--- src/rtl/shift_seq_ctrl.sv ---
// Serial shift sequencer: shifts a parallel word out on ser_out while capturing ser_in,
// one bit every DIV clocks, then holds the captured word until the consumer takes it.
module shift_seq_ctrl #(
  parameter int WIDTH     = 4,
  parameter int DIV       = 1,
  parameter bit MSB_FIRST = 1'b0
) (
  input  logic             clk,
  input  logic             reset,
  input  logic             in_valid,
  output logic             in_ready,
  input  logic [WIDTH-1:0] in_data,
  output logic             ser_out,
  input  logic             ser_in,
  output logic             shift_en,
  output logic             out_valid,
  input  logic             out_ready,
  output logic [WIDTH-1:0] out_data,
  output logic             busy
);
  localparam int               CNT_W    = $clog2(WIDTH + 1);
  localparam logic [CNT_W-1:0] BIT_LAST = CNT_W'(WIDTH - 1);
  localparam logic [7:0]       DIV_LAST = 8'(DIV - 1);
  localparam bit               DIV_ONE  = (DIV == 1);

  typedef enum logic [1:0] {IDLE, SHIFT, HOLD} state_t;

  state_t           state;
  logic [WIDTH-1:0] tx_reg;
  logic [WIDTH-1:0] rx_reg;
  logic [WIDTH-1:0] tx_next;
  logic [WIDTH-1:0] rx_next;
  logic [CNT_W-1:0] bit_cnt;
  logic [7:0]       div_cnt;

  always_comb begin
    if (MSB_FIRST) begin
      tx_next = {tx_reg[WIDTH-2:0], 1'b0};
      rx_next = {rx_reg[WIDTH-2:0], ser_in};
    end else begin
      tx_next = {1'b0, tx_reg[WIDTH-1:1]};
      rx_next = {ser_in, rx_reg[WIDTH-1:1]};
    end
  end

  // Outside SHIFT the line is parked low.
  assign ser_out = (state == SHIFT) & (MSB_FIRST ? tx_reg[WIDTH-1] : tx_reg[0]);

  always_ff @(posedge clk) begin
    if (!reset) begin
      state     <= IDLE;
      in_ready  <= 1'b1;
      busy      <= 1'b0;
      out_valid <= 1'b0;
      out_data  <= '0;
      shift_en  <= 1'b0;
      tx_reg    <= '0;
      rx_reg    <= '0;
      bit_cnt   <= '0;
      div_cnt   <= '0;
    end else begin
      case (state)
        IDLE: begin
          if (in_valid) begin
            state    <= SHIFT;
            tx_reg   <= in_data;
            bit_cnt  <= '0;
            div_cnt  <= '0;
            in_ready <= 1'b0;
            busy     <= 1'b1;
            shift_en <= DIV_ONE;
          end
        end
        SHIFT: begin
          if (div_cnt == DIV_LAST) begin
            tx_reg  <= tx_next;
            rx_reg  <= rx_next;
            bit_cnt <= bit_cnt + 1'b1;
            div_cnt <= '0;
            if (bit_cnt == BIT_LAST) begin
              state     <= HOLD;
              out_data  <= rx_next;
              out_valid <= 1'b1;
              shift_en  <= 1'b0;
            end else begin
              shift_en <= DIV_ONE;
            end
          end else begin
            // shift_en is registered, so it is raised one cycle ahead of the wrap.
            div_cnt  <= div_cnt + 8'd1;
            shift_en <= ((div_cnt + 8'd1) == DIV_LAST);
          end
        end
        HOLD: begin
          if (out_ready) begin
            state     <= IDLE;
            out_valid <= 1'b0;
            busy      <= 1'b0;
            in_ready  <= 1'b1;
          end
        end
        default: state <= IDLE;
      endcase
    end
  end
endmodule

--- config.mk ---
export PLATFORM = sky130hd
export DESIGN_NAME = shift_seq_ctrl
export DESIGN_NICKNAME = d
export VERILOG_FILES = /design/src/rtl/shift_seq_ctrl.sv
export SDC_FILE = /design/constraint.sdc
export NUM_CORES = 1
export LEC_CHECK = 0
export ABC_AREA = 1
export CORE_UTILIZATION = 33
export CTS_CLUSTER_SIZE = 20
export DETAILED_ROUTE_END_ITERATION = 6
export PLACE_DENSITY = 0.51
export SETUP_SLACK_MARGIN = 0.2
export SYNTH_ARGS = -nofsm -noshare
export SYNTH_HDL_FRONTEND = slang
export SYNTH_SLANG_ARGS = --single-unit
--- constraint.sdc ---
create_clock -name clk -period 2.02 [get_ports clk]
set_clock_uncertainty 0.05 [all_clocks]
set_input_delay 0.303 -clock clk [delete_from_list [all_inputs] [get_ports clk]]
set_output_delay 0.303 -clock clk [all_outputs]
set_load 0.05 [all_outputs]
==> results of run 1 <==
[per-layer routing]
| layer | share of wire, % | track usage, % | up-vias |
|---|---|---|---|
| li1 | - | - | 651 |
| met1 | 48 | 19.73 | 553 |
| met2 | 47 | 27.81 | 24 |
| met3 | 3.1 | 3.621 | 7 |
| met4 | 1.7 | 5.319 | 0 |
| met5 | 0 | 0 | - |
[power by group through the flow]
stage	Clock (mW)	Sequential [mW]	Combinational, mW
final	0.451	0.593	0.182
after global routing	0.491	0.595	0.203
after CTS	0.472	0.593	0.184
after detailed placement	0	0.606	0.180
after global placement	0	0.605	0.179
after floorplan	0	0.622	0.100
[kinds of logic (layout without fill, tap and decap cells)]
| group | after synthesis | count (layout) | synth area share, % |
|---|---|---|---|
| AOI/OAI and AO/OA | 36 | 36 | 14.12 |
| and+or+nand+nor | 91 | 91 | 32.36 |
| DFF | 28 | 28 | 41.06 |
| buffers and inverters | 28 | 51 | 7.882 |
| adders and majority gates | 5 | 5 | 4.583 |
[per-stage QoR]
stage               power (mW)  std cells  utilization [%]  setup slack [ns]  hold WS (ns)
floorplan               0.7228        188                -            0.3441        0.3754
finish                   1.225        261            43.23            0.2511        0.4077
CTS                      1.248        261            42.85            0.2100        0.4073
detailed placement      0.7855        256            40.86            0.4287        0.3916
global placement        0.7842        256            40.86            0.4034        0.3886
global route             1.289        261            43.23            0.2006        0.4357
[cells in the final DEF, fill, tap and decap left out]
master	count
buf_4	4
nand2_1	47
nand4_4	1
clkbuf_8	3
nor2_4	2
buf_12	1
o21bai_1	1
o21ai_1	5
inv_1	20
dfxtp_1	28
bufinv_16	1
clkinv_1	1
inv_2	4
nor2_1	13
a31oi_1	1
o32ai_1	1
nand3_1	15
nand2_4	3
nand2_2	4
nor2_2	3
nand3b_1	1
a21oi_2	1
o22ai_1	1
ha_1	5
nand4_1	2
o21ai_0	7
a21oi_1	19
inv_4	1
clkdlybuf4s50_1	10
dlymetal6s2s_1	6
[cell type report]
type / instances / area [um^2]
Clock buffer: 3 / 41.29
Clock inverter: 1 / 30.03
Fill cell: 403 / 2255
Inverter: 26 / 100.1
Multi-Input combinational cell: 132 / 696.9
Sequential cell: 28 / 560.5
Tap cell: 50 / 62.56
Timing Repair Buffer: 21 / 225.2
[timing repair]
item	CTS	global route
pin swaps	1	0
endpoints found under the setup margin	1	6
hold buffers	0	0
gates resized for setup	0	6
buffers inserted	1	0
[worst max path at each step]
stage / from / endpoint / slack (ns) / cells after the start
floorplan: state[0] / ser_out / 0.34 / 4
global placement: in_valid / bit_cnt[2] / 0.40 / 6
detailed placement: in_valid / tx_reg[3] / 0.43 / 6
CTS: out_data[2] / out_data[2] / 0.21 / 1
global route: out_data[1] / out_data[1] / 0.20 / 1
finish: out_data[3] / out_data[3] / 0.25 / 1
==> results.py, run 1 <==
metrics = {
    "timing": {
        "drv_slew": 0,
        "hold_violations": 0,
        "fin_crit_sh_pct": 87.57,
        "maxSlewHeadroom_pct": 65.94,
        "fin_crit_ns": 1.769,
        "finalSetupViolations": 0,
        "final.setup.tns_ns": 0,
        "rsz0062_at_grt": "false",
        "tightest_slew_ns": 0.5101,
        "fmax_ghz": 0.5653,
    },
    "clock_tree": {
        "clk_latency_ns": 0.28,
        "numCtsBuffers": 3,
        "root_buffer": "clkbuf_8",
        "cts-htree-levels": 1,
        "clk_pin_slew_ns": 0.09,
        "cts_tree": "built",
        "clock_path_buffers": 2,
        "numClockSinks": 28,
    },
    "logic_synthesis": {
        "yosysMostFrequentCell": "nand2_1",
        "ys.flop_type": "dfxtp_1",
        "ys_seq_area_share_pct": 41.06,
        "synthTopCellsByCount": "47 x nand2_1, 28 x dfxtp_1, 20 x inv_1",
        "synth_top_area_cell": "dfxtp_1",
        "syn_nets": 202,
        "syn_inst": 188,
        "synth_enable_flop_cells": 0,
        "synth-seq-cells": 28,
        "ys_warn_count": 0,
        "synth.area.top_cells": "dfxtp_1 41%, nand2_1 13%, a21oi_1 7.0%",
        "syn-cell-area_mm2": 0.001365,
        "syn_avg_cell_area_um2": 7.261,
        "synth_top_area_share_pct": 41.06,
        "asyncSetResetFlopFracSynth_pct": 0,
        "synthDistinctLibCells": 25,
    },
    "grt": {
        "grt_start_max_net_pins": 17,
        "gr-total-overflow": 0,
        "track_usage_pct": 16.18,
        "first_global_vias": 1194,
        "grt_antenna_before_repair": 0,
        "grt_pass1_wl_mm": 5.354,
    },
    "die": {
        "rows": 23,
        "initial_core_util_pct": 34.37,
        "ios": 18,
        "die_w_um": 66.32,
        "core_mm2": 0.003971,
        "die_y_um": 66.32,
        "die_area_mm2": 0.004398,
    },
    "detailed_routing": {
        "drc": 0,
        "wl_per_cell_um": 11.80,
        "routed_via_density": 4.732,
        "ant_nets": 0,
        "vias": 1235,
        "dr.pass1.iters": 4,
        "dr.first_iter.drc_count": 48,
        "finalWirelength_mm": 3.081,
    },
    "final_layout": {
        "areaGrowthSynthToFinish_pct": 25.76,
        "largest_reg_flops": 8,
        "final_nets": 226,
        "fin_area_mm2": 0.001717,
        "diodes": 0,
        "drive_above_1_share_pct": 13.27,
    },
    "setup_path": {
        "rr_startpoint": "div_cnt[0]",
        "crit_chain": "clkdlybuf4s50_1",
        "startpoint_type": "register",
        "crit_fanout": 2,
        "cp_top_family": "buffers and inverters",
        "critical_path_required_ns": 1.67,
        "critical_path_arrival_ns": 1.42,
        "reg2reg_slack_ns": 0.49,
        "r2r-end": "shift_en",
        "critPathBufInv": 1,
        "crit_type": "reg -> out",
        "endpoint_kind": "output port",
        "slowest_stage": "clkdlybuf4s50_1",
        "reg2reg_depth": 11,
        "critical_path.max_stage_delay_ns": 0.80,
    },
    "pwr": {
        "powerDensity_mw_per_mm2": 713.9,
        "internal_power_mw": 0.9126,
        "p_sw_mw": 0.3129,
        "pwr-share-comb_pct": 14.8,
        "power.leakage_nw": 0.7997,
        "seq_power_share_pct": 48.4,
        "irDropWorstVdd_mv": 0.3807,
        "netSwitchingFraction_pct": 25.53,
        "p_clk_share_pct": 36.8,
    },
    "placed_design": {
        "dpl.hpwl_mm": 2.245,
        "port_buffers": 17,
        "dpl_cell_area_mm2": 0.001623,
        "gp_congestion": 0.8150,
    },
    "worst_hold_path": {
        "min_path_type": "reg -> reg",
        "hold_start": "tx_reg[1]",
        "hold_path_depth": 2,
        "min_to": "tx_reg[1]",
    },
    "run_status": {
        "status": "finished clean",
    },
    "run": {
        "cap_violations": 0,
    },
}
No activity file was read; power rests on OpenSTA's default activity.
==> run 2: changes to the inputs <==
Settings changed: ABC_AREA 1 to 0.
==> results.py, run 2 <==
metrics = {
    "logic_synthesis": {
        "synthTopCellsByCount": "28 x dfxtp_1, 16 x a21oi_1, 16 x nor2_1",
        "synth_top_area_share_pct": 39.65,
        "synthDistinctLibCells": 39,
        "syn_inst": 161,
        "syn_nets": 175,
        "ys_warn_count": 0,
        "asyncSetResetFlopFracSynth_pct": 0,
        "synth.area.top_cells": "dfxtp_1 40%, mux2i_1 7.1%, a21oi_1 5.7%",
        "syn-cell-area_mm2": 0.001414,
        "ys.flop_type": "dfxtp_1",
        "yosysMostFrequentCell": "dfxtp_1",
        "synth_enable_flop_cells": 0,
        "synth_top_area_cell": "dfxtp_1",
        "ys_seq_area_share_pct": 39.65,
        "synth-seq-cells": 28,
        "syn_avg_cell_area_um2": 8.782,
    },
    "detailed_routing": {
        "routed_via_density": 5.308,
        "vias": 1242,
        "ant_nets": 0,
        "drc": 0,
        "dr.first_iter.drc_count": 41,
        "wl_per_cell_um": 13.79,
        "dr.pass1.iters": 4,
        "finalWirelength_mm": 3.228,
    },
    "timing": {
        "final.setup.tns_ns": 0,
        "finalSetupViolations": 0,
        "fin_crit_sh_pct": 87.45,
        "fin_crit_ns": 1.767,
        "worst_slack_ns": 0.2534,
        "rsz0062_at_grt": "true",
        "tightest_slew_ns": 0.5091,
        "maxSlewHeadroom_pct": 66.01,
        "drv_slew": 0,
        "hold_violations": 0,
        "fmax_ghz": 0.5661,
    },
    "clock_tree": {
        "numClockSinks": 28,
        "clk_pin_slew_ns": 0.10,
        "root_buffer": "clkbuf_8",
        "clk_latency_ns": 0.27,
        "clock_path_buffers": 2,
        "cts-htree-levels": 1,
        "cts_tree": "built",
        "numCtsBuffers": 3,
    },
    "final_layout": {
        "seq_area_um2": 566.8,
        "final_common_cell": "dfxtp_1",
        "final_nets": 199,
        "multi_input_area_um2": 815.8,
        "layout_common_cells": "25 x dfxtp_1, 16 x nor2_1, 16 x a21oi_1",
        "largest_reg_flops": 8,
        "diodes": 0,
        "fillCellCount": 374,
        "fin_area_mm2": 0.001827,
        "drive_above_1_share_pct": 15.76,
        "areaGrowthSynthToFinish_pct": 29.20,
    },
    "setup_path": {
        "slowest_stage": "clkdlybuf4s50_1",
        "cp_top_family": "buffers and inverters",
        "critical_path_arrival_ns": 1.41,
        "critical_path_required_ns": 1.67,
        "crit_type": "reg -> out",
        "crit_fanout": 2,
        "startpoint_type": "register",
        "critical_path.max_stage_delay_ns": 0.80,
        "critPathBufInv": 1,
        "crit_chain": "clkdlybuf4s50_1",
        "endpoint_kind": "output port",
    },
    "placed_design": {
        "port_buffers": 17,
        "preCtsSetupSlack_ns": 0.1612,
        "dpl.hpwl_mm": 2.361,
        "dpl_cell_area_mm2": 0.001687,
        "gp_congestion": 0.8391,
    },
    "worst_hold_path": {
        "min_path_type": "reg -> reg",
    },
    "die": {
        "die_area_mm2": 0.004550,
        "ios": 18,
        "core_mm2": 0.004058,
        "die_y_um": 67.46,
        "initial_core_util_pct": 34.84,
        "rows": 23,
        "die_w_um": 67.46,
    },
    "grt": {
        "grt_antenna_before_repair": 0,
        "grt_pass1_wl_mm": 5.368,
        "grt_start_max_net_pins": 17,
        "track_usage_pct": 15.58,
        "first_global_vias": 1193,
        "gr-total-overflow": 0,
    },
    "pwr": {
        "p_clk_share_pct": 38.0,
        "netSwitchingFraction_pct": 22.72,
        "finalPower_mw": 1.155,
        "pwr-share-comb_pct": 11.7,
        "seq_power_share_pct": 50.3,
        "internal_power_mw": 0.8922,
        "power.leakage_nw": 0.8347,
        "p_sw_mw": 0.2623,
        "powerDensity_mw_per_mm2": 632.0,
        "irDropWorstVdd_mv": 0.4230,
    },
    "run_status": {
        "status": "finished clean",
    },
    "run": {
        "cap_violations": 0,
    },
}
## run 2: changes by cell type in the layout (fill, tap and decap cells not counted), moves of 4 or more
cell,delta
nand2_2,-4
nand2_1,-40
o21ai_1,-5
nand2b_1,+4
nand3_1,-12
inv_1,-17
buf_4,+8
mux2i_1,+10
o211ai_1,+4
## run 2: cell type report
class                      count  area share (%)
multi-input combinational    118           44.66
sequential                    28           31.03
timing repair buffer          30           16.16
tap                           50           3.425
clock buffer                   3           2.260
clock inverter                 1           1.644
inverter                       4          0.8219
## run 2: power groups by stage
stage                     clock, mW  sequential, mW  combinational (mW)
after floorplan                   0           0.609              0.0654
after global placement            0           0.594               0.133
final                         0.438           0.580               0.136
after CTS                     0.455           0.582               0.135
after global routing          0.483           0.583               0.149
after detailed placement          0           0.594               0.135
## run 2: worst paths after layout
check	cells after the start	start	end	slack, ns
min	2	out_valid	out_valid	0.42
max	1	out_data[0]	out_data[0]	0.25
min reg2reg	2	out_valid	out_valid	0.42
max reg2reg	8	div_cnt[1]	out_data[1]	0.33
## run 2: metal layers
layer  up-vias  share of wire (%)  global-route usage (%)
met4         0               0.53                   3.191
met1       586                 48                   19.55
li1        635                  -                       -
met5         -                  0                       0
met3         2                2.6                   2.534
met2        19                 49                   27.75
## run 2: what timing repair did
item,4_1_cts,5_1_grt
pin swaps,0,1
gates resized for setup,2,15
hold buffers,0,0
endpoints found under the setup margin,6,21
setup buffers,1,2
## run 2: worst reg2reg max path, stage by stage, from the launching register on
cell and delay (ns):
dfxtp_4 0.35, inv_1 0.05, ha_1 0.13, nor4b_4 0.31, buf_4 0.20, nand4_1 0.13, buf_6 0.18, mux2i_1 0.15
nor2_1 0.05
## run 2: logic make-up (layout without fill, tap and decap cells)
family / Yosys count / after routing / synth area share (%)
AND/OR/NAND/NOR: 54 / 54 / 21.77
AO/OA/AOI/OAI: 48 / 48 / 22.21
flip-flops: 28 / 28 / 39.65
buffers and inverters: 15 / 38 / 4.247
multiplexers: 10 / 10 / 7.080
adder cells (fa/ha/maj): 5 / 5 / 4.425
XOR/XNOR: 1 / 1 / 0.6196
## run 2: per-stage QoR
stage / hold slack [ns] / utilization, % / std cells
floorplan: 0.3890 / - / 161
global placement: 0.3952 / 41.57 / 227
detailed placement: 0.4071 / 41.57 / 227
CTS: 0.4213 / 43.63 / 232
global route: 0.4568 / 45.02 / 234
finish: 0.4158 / 45.02 / 234
==> RTL edit 1 (flow settings as in run 1) <==
Change the parameter `MSB_FIRST` from 1'b0 to 1'b1.
--- a/src/rtl/shift_seq_ctrl.sv
+++ b/src/rtl/shift_seq_ctrl.sv
@@ -5,3 +5,3 @@
   parameter int DIV       = 1,
-  parameter bit MSB_FIRST = 1'b0
+  parameter bit MSB_FIRST = 1'b1
 ) (
Function: changed (a bounded check fails within 4 cycles, from zero or initial values and one cycle with reset low).
==> RTL edit 1 against run 1 <==
Final area grew 2.4%. Synthesized cell count grew 1.1%. Sequential cell count is the same. Largest power group unchanged. Wire length shrank 0.13%. Total power shrank 7.9%. Setup slack lost 0.0052 ns. Critical path depth is the same. Synthesized area grew 6.0%.
==> RTL edit 1: results (changes against run 1) <==
[global_routing]
grt_pass1_vias=1146  ; was 1194
met2_usage_pct=24.14  ; was 27.81%
grt_use_total_pct=14.96  ; was 16.18%
grt_pass1_wl_mm=5.112  ; was 5.354 mm
use_met1_pct=19.50  ; was 19.73%
use_met3_pct=4.000  ; was 3.621%
grt_max_degree=15  ; was 17

[clocking]
clk_pin_slew_ns=0.09  ; about the same
post_cts_buffers=0  ; was 1

[outcome]
status=finished, final reports clean  ; unchanged

[synth]
async_flop_share_pct=0  ; unchanged
synthTopCellsByArea=dfxtp_1, nand2_1, a21oi_1  ; unchanged
avgSynthCellArea_um2=7.613  ; was 7.261 um2
synth-compound-area-share_pct=16.44  ; was 14.12%
synth_nets=204  ; was 202
synth_fa_ha_area_share_pct=4.325  ; was 4.583%
synth_seq_area_share_pct=38.75  ; was 41.06%
synth_commonest_cells=nand2_1, dfxtp_1, inv_1  ; unchanged
synthDistinctLibCells=30  ; was 25
ys.flop_type=dfxtp_1  ; unchanged

[worst_setup_path]
worstReg2RegStart=div_cnt[1]$_SDFFE_PN0P_  ; was div_cnt[0]$_SDFFE_PN0P_
r2r_cells=9  ; was 11
endpoint=out_valid  ; was out_data[3]
worstPathMaxFanout=2  ; unchanged
critPathLaunch=out_valid$_SDFFE_PN0P_  ; was out_data[3]$_SDFFE_PN0P_
r2r_slack_ns=0.45  ; was 0.49 ns

[route]
routed_wl_mm=3.077  ; was 3.081 mm
highest_layer=met4  ; unchanged
route.met2.wl_mm=1.412  ; was 1.444 mm
via_per_inst=4.721  ; was 4.732
drt-initial-drc-count=46  ; was 48
wl_met3_um=119  ; was 96 um
wl_met1_mm=1.516  ; was 1.486 mm
avgRoutedWirePerCell_um=11.74  ; was 11.80 um

[place]
dp_cells=257  ; was 256
pre_cts_ws_ns=0.3444  ; was 0.4287 ns
dp_hpwl_mm=2.361  ; was 2.245 mm
gpl.final_weighted_congestion=0.7486  ; was 0.8150

[timing]
tightest_slew_ns=0.5019  ; was 0.5101 ns
fin_crit_sh_pct=87.82  ; was 87.57%

[power]
peakVddDrop_mv=0.4078  ; was 0.3807 mV
leakage_uw=0.0007577  ; was 0.0007997 uW

[final_layout]
drive_above_1_share_pct=18.87  ; was 13.27%
nets=228  ; was 226

[RTL edit 1: worst min-delay path by stage]
stage | from | endpoint | slack [ns] | cells past startpoint
final | rx_reg[2]$_SDFFE_PN0P_ | out_data[3]$_SDFFE_PN0P_ | 0.40 | 2
after global routing | rx_reg[2]$_SDFFE_PN0P_ | out_data[3]$_SDFFE_PN0P_ | 0.43 | 2
after CTS | rx_reg[2]$_SDFFE_PN0P_ | out_data[3]$_SDFFE_PN0P_ | 0.41 | 2
after detailed placement | rx_reg[2]$_SDFFE_PN0P_ | out_data[3]$_SDFFE_PN0P_ | 0.40 | 2
after global placement | rx_reg[2]$_SDFFE_PN0P_ | out_data[3]$_SDFFE_PN0P_ | 0.39 | 2
after floorplan | bit_cnt[0]$_SDFFE_PN0P_ | bit_cnt[0]$_SDFFE_PN0P_ | 0.38 | 1
[RTL edit 1: power breakdown]
part | leakage, uW | switching, uW | internal (uW)
Sequential | 0.000228 | 18.4 | 582
Combinational | 0.000508 | 144 | 85.4
Clock | 0.0000216 | 164 | 134
Total | 0.000758 | 327 | 802
[RTL edit 1: cells by family (layout without fill, tap and decap cells)]
family / after synthesis / count (layout)
AOI/OAI and AO/OA: 39 / 39
adders and majority gates: 5 / 5
buffers and inverters: 31 / 53
DFF: 28 / 28
and+or+nand+nor: 87 / 87
[RTL edit 1: layout make-up]
class | count | area, um2
sequential | 28 | 560.5
tap | 50 | 62.56
fill | 435 | 2357
timing repair buffer | 22 | 227.7
clock buffer | 3 | 41.29
inverter | 28 | 115.1
multi-input combinational | 131 | 750.7
[RTL edit 1: per-stage QoR]
stage | hold WS, ns | cell area [um2]
global placement | 0.3885 | 1692
detailed placement | 0.3969 | 1692
global route | 0.4253 | 1758
floorplan | 0.3788 | 1446
CTS | 0.4112 | 1733
finish | 0.4046 | 1758
==> RTL edit 2 (settings of run 1) <==
Made on the original files. The 3 states of `state_t` get a one-hot encoding in 3 bits.
--- a/src/rtl/shift_seq_ctrl.sv
+++ b/src/rtl/shift_seq_ctrl.sv
@@ -25,3 +25,3 @@
 
-  typedef enum logic [1:0] {IDLE, SHIFT, HOLD} state_t;
+  typedef enum logic [2:0] {IDLE = 3'b001, SHIFT = 3'b010, HOLD = 3'b100} state_t;
 
Behaviour: no difference found for any inputs over 10 cycles, from zero or initial values and one cycle with reset low; not proved beyond that.
==> RTL edit 2 against run 1 <==
Maximum frequency down 0.53%. Non-clock buffer count up 2. Worst hold slack worse by 0.013 ns. Global-route usage down 1.1 points. Sequential cell count up 1. Final area up 6.5%. Setup slack worse by 0.0095 ns. Wire length down 3.9%. Die area up 3.0%. Utilization up 1.8 points. Synthesized area up 3.1%. Total power up 19%. Register-to-register slack worse by 0.13 ns. Critical path type unchanged.
==> RTL edit 2: results (changes against run 1) <==
[outcome]
status=finished, final reports clean  ; unchanged

[timing]
fin_ws_ns=0.2416  ; was 0.2511 ns
relSlewSlack_pct=66.69  ; was 65.94%

[global_routing]
grt_pass1_wl_mm=4.947  ; was 5.354 mm
grt_pass1_vias=1072  ; was 1194

[route]
drt-initial-drc-count=67  ; was 48
dr_total_vias=1279  ; was 1235
routed_wl_mm=2.962  ; was 3.081 mm

[clocking]
clk_pin_slew_ns=0.06  ; was 0.09 ns
cts_resized=1  ; was 0
post_cts_buffers=0  ; was 1
cts_buffers=5  ; was 3

[power]
leakage_uw=0.0008017  ; was 0.0007997 uW
peakVddDrop_mv=0.5058  ; was 0.3807 mV

[place]
dp_cells=272  ; was 256
dp_hpwl_mm=2.181  ; was 2.245 mm
dpl_cell_area_um2=1677  ; was 1623 um2

[synth]
synth_nets=219  ; was 202
synthTopCellsByArea=dfxtp_1, nand2_1, a21oi_1  ; unchanged
synth_seq_area_share_pct=41.24  ; was 41.06%
synthCells=205  ; was 188
synthDistinctLibCells=21  ; was 25

[worst_setup_path]
endpoint=shift_en  ; was out_data[3]
worstReg2RegStart=div_cnt[1]$_SDFFE_PN0P_  ; was div_cnt[0]$_SDFFE_PN0P_
critPathLaunch=shift_en$_SDFFE_PN0P_  ; was out_data[3]$_SDFFE_PN0P_
r2r_slack_ns=0.36  ; was 0.49 ns

[final_layout]
nets=245  ; was 226
drive_above_1_share_pct=11.21  ; was 13.27%
fin_cells=282  ; was 261

## RTL edit 2: worst min path at each step
stage / startpoint / end / slack [ns] / cells past startpoint
after floorplan: reset / in_ready$_SDFFE_PN1P_ / 0.34 / 1
after global placement: tx_reg[1]$_SDFFE_PN0P_ / tx_reg[1]$_SDFFE_PN0P_ / 0.39 / 2
after detailed placement: tx_reg[1]$_SDFFE_PN0P_ / tx_reg[1]$_SDFFE_PN0P_ / 0.39 / 2
after CTS: tx_reg[2]$_SDFFE_PN0P_ / tx_reg[2]$_SDFFE_PN0P_ / 0.40 / 2
after global routing: out_data[2]$_SDFFE_PN0P_ / out_data[2]$_SDFFE_PN0P_ / 0.43 / 2
final: tx_reg[1]$_SDFFE_PN0P_ / tx_reg[1]$_SDFFE_PN0P_ / 0.39 / 2
## RTL edit 2: layout make-up
cell class              instances  area (um2)  area share (%)
repair buffers                 23       245.2           13.42
well taps                      50       62.56           3.422
inverters                      30       113.9           6.229
flip-flops and latches         29       580.6           31.76
multi-input cells             142       709.4           38.81
clock inverters                 1       30.03           1.643
clock buffers                   7       86.33           4.723
## RTL edit 2: logic make-up after synthesis
| kind of cell | count (synthesis) | share of synthesized area (%) |
|---|---|---|
| AND/OR/NAND/NOR | 98 | 30.84 |
| buffers and inverters | 34 | 9.243 |
| adder cells (fa/ha/maj) | 5 | 4.444 |
| AO/OA/AOI/OAI | 39 | 14.22 |
| flip-flops | 29 | 41.24 |
## RTL edit 2: per-layer routing
metal	wire length, um	vias up	track usage [%]
met5	0	-	0
met4	38	0	6.383
li1	-	710	-
met1	1491	549	19.43
met2	1337	15	22.38
met3	95	5	5.574
## RTL edit 2: power by group
part	internal (uW)	total, uW	leakage (uW)	switching (uW)
registers	607	625	0.000236	18.1
logic	79.5	207	0.000507	127
clock network	402	622	0.0000585	221
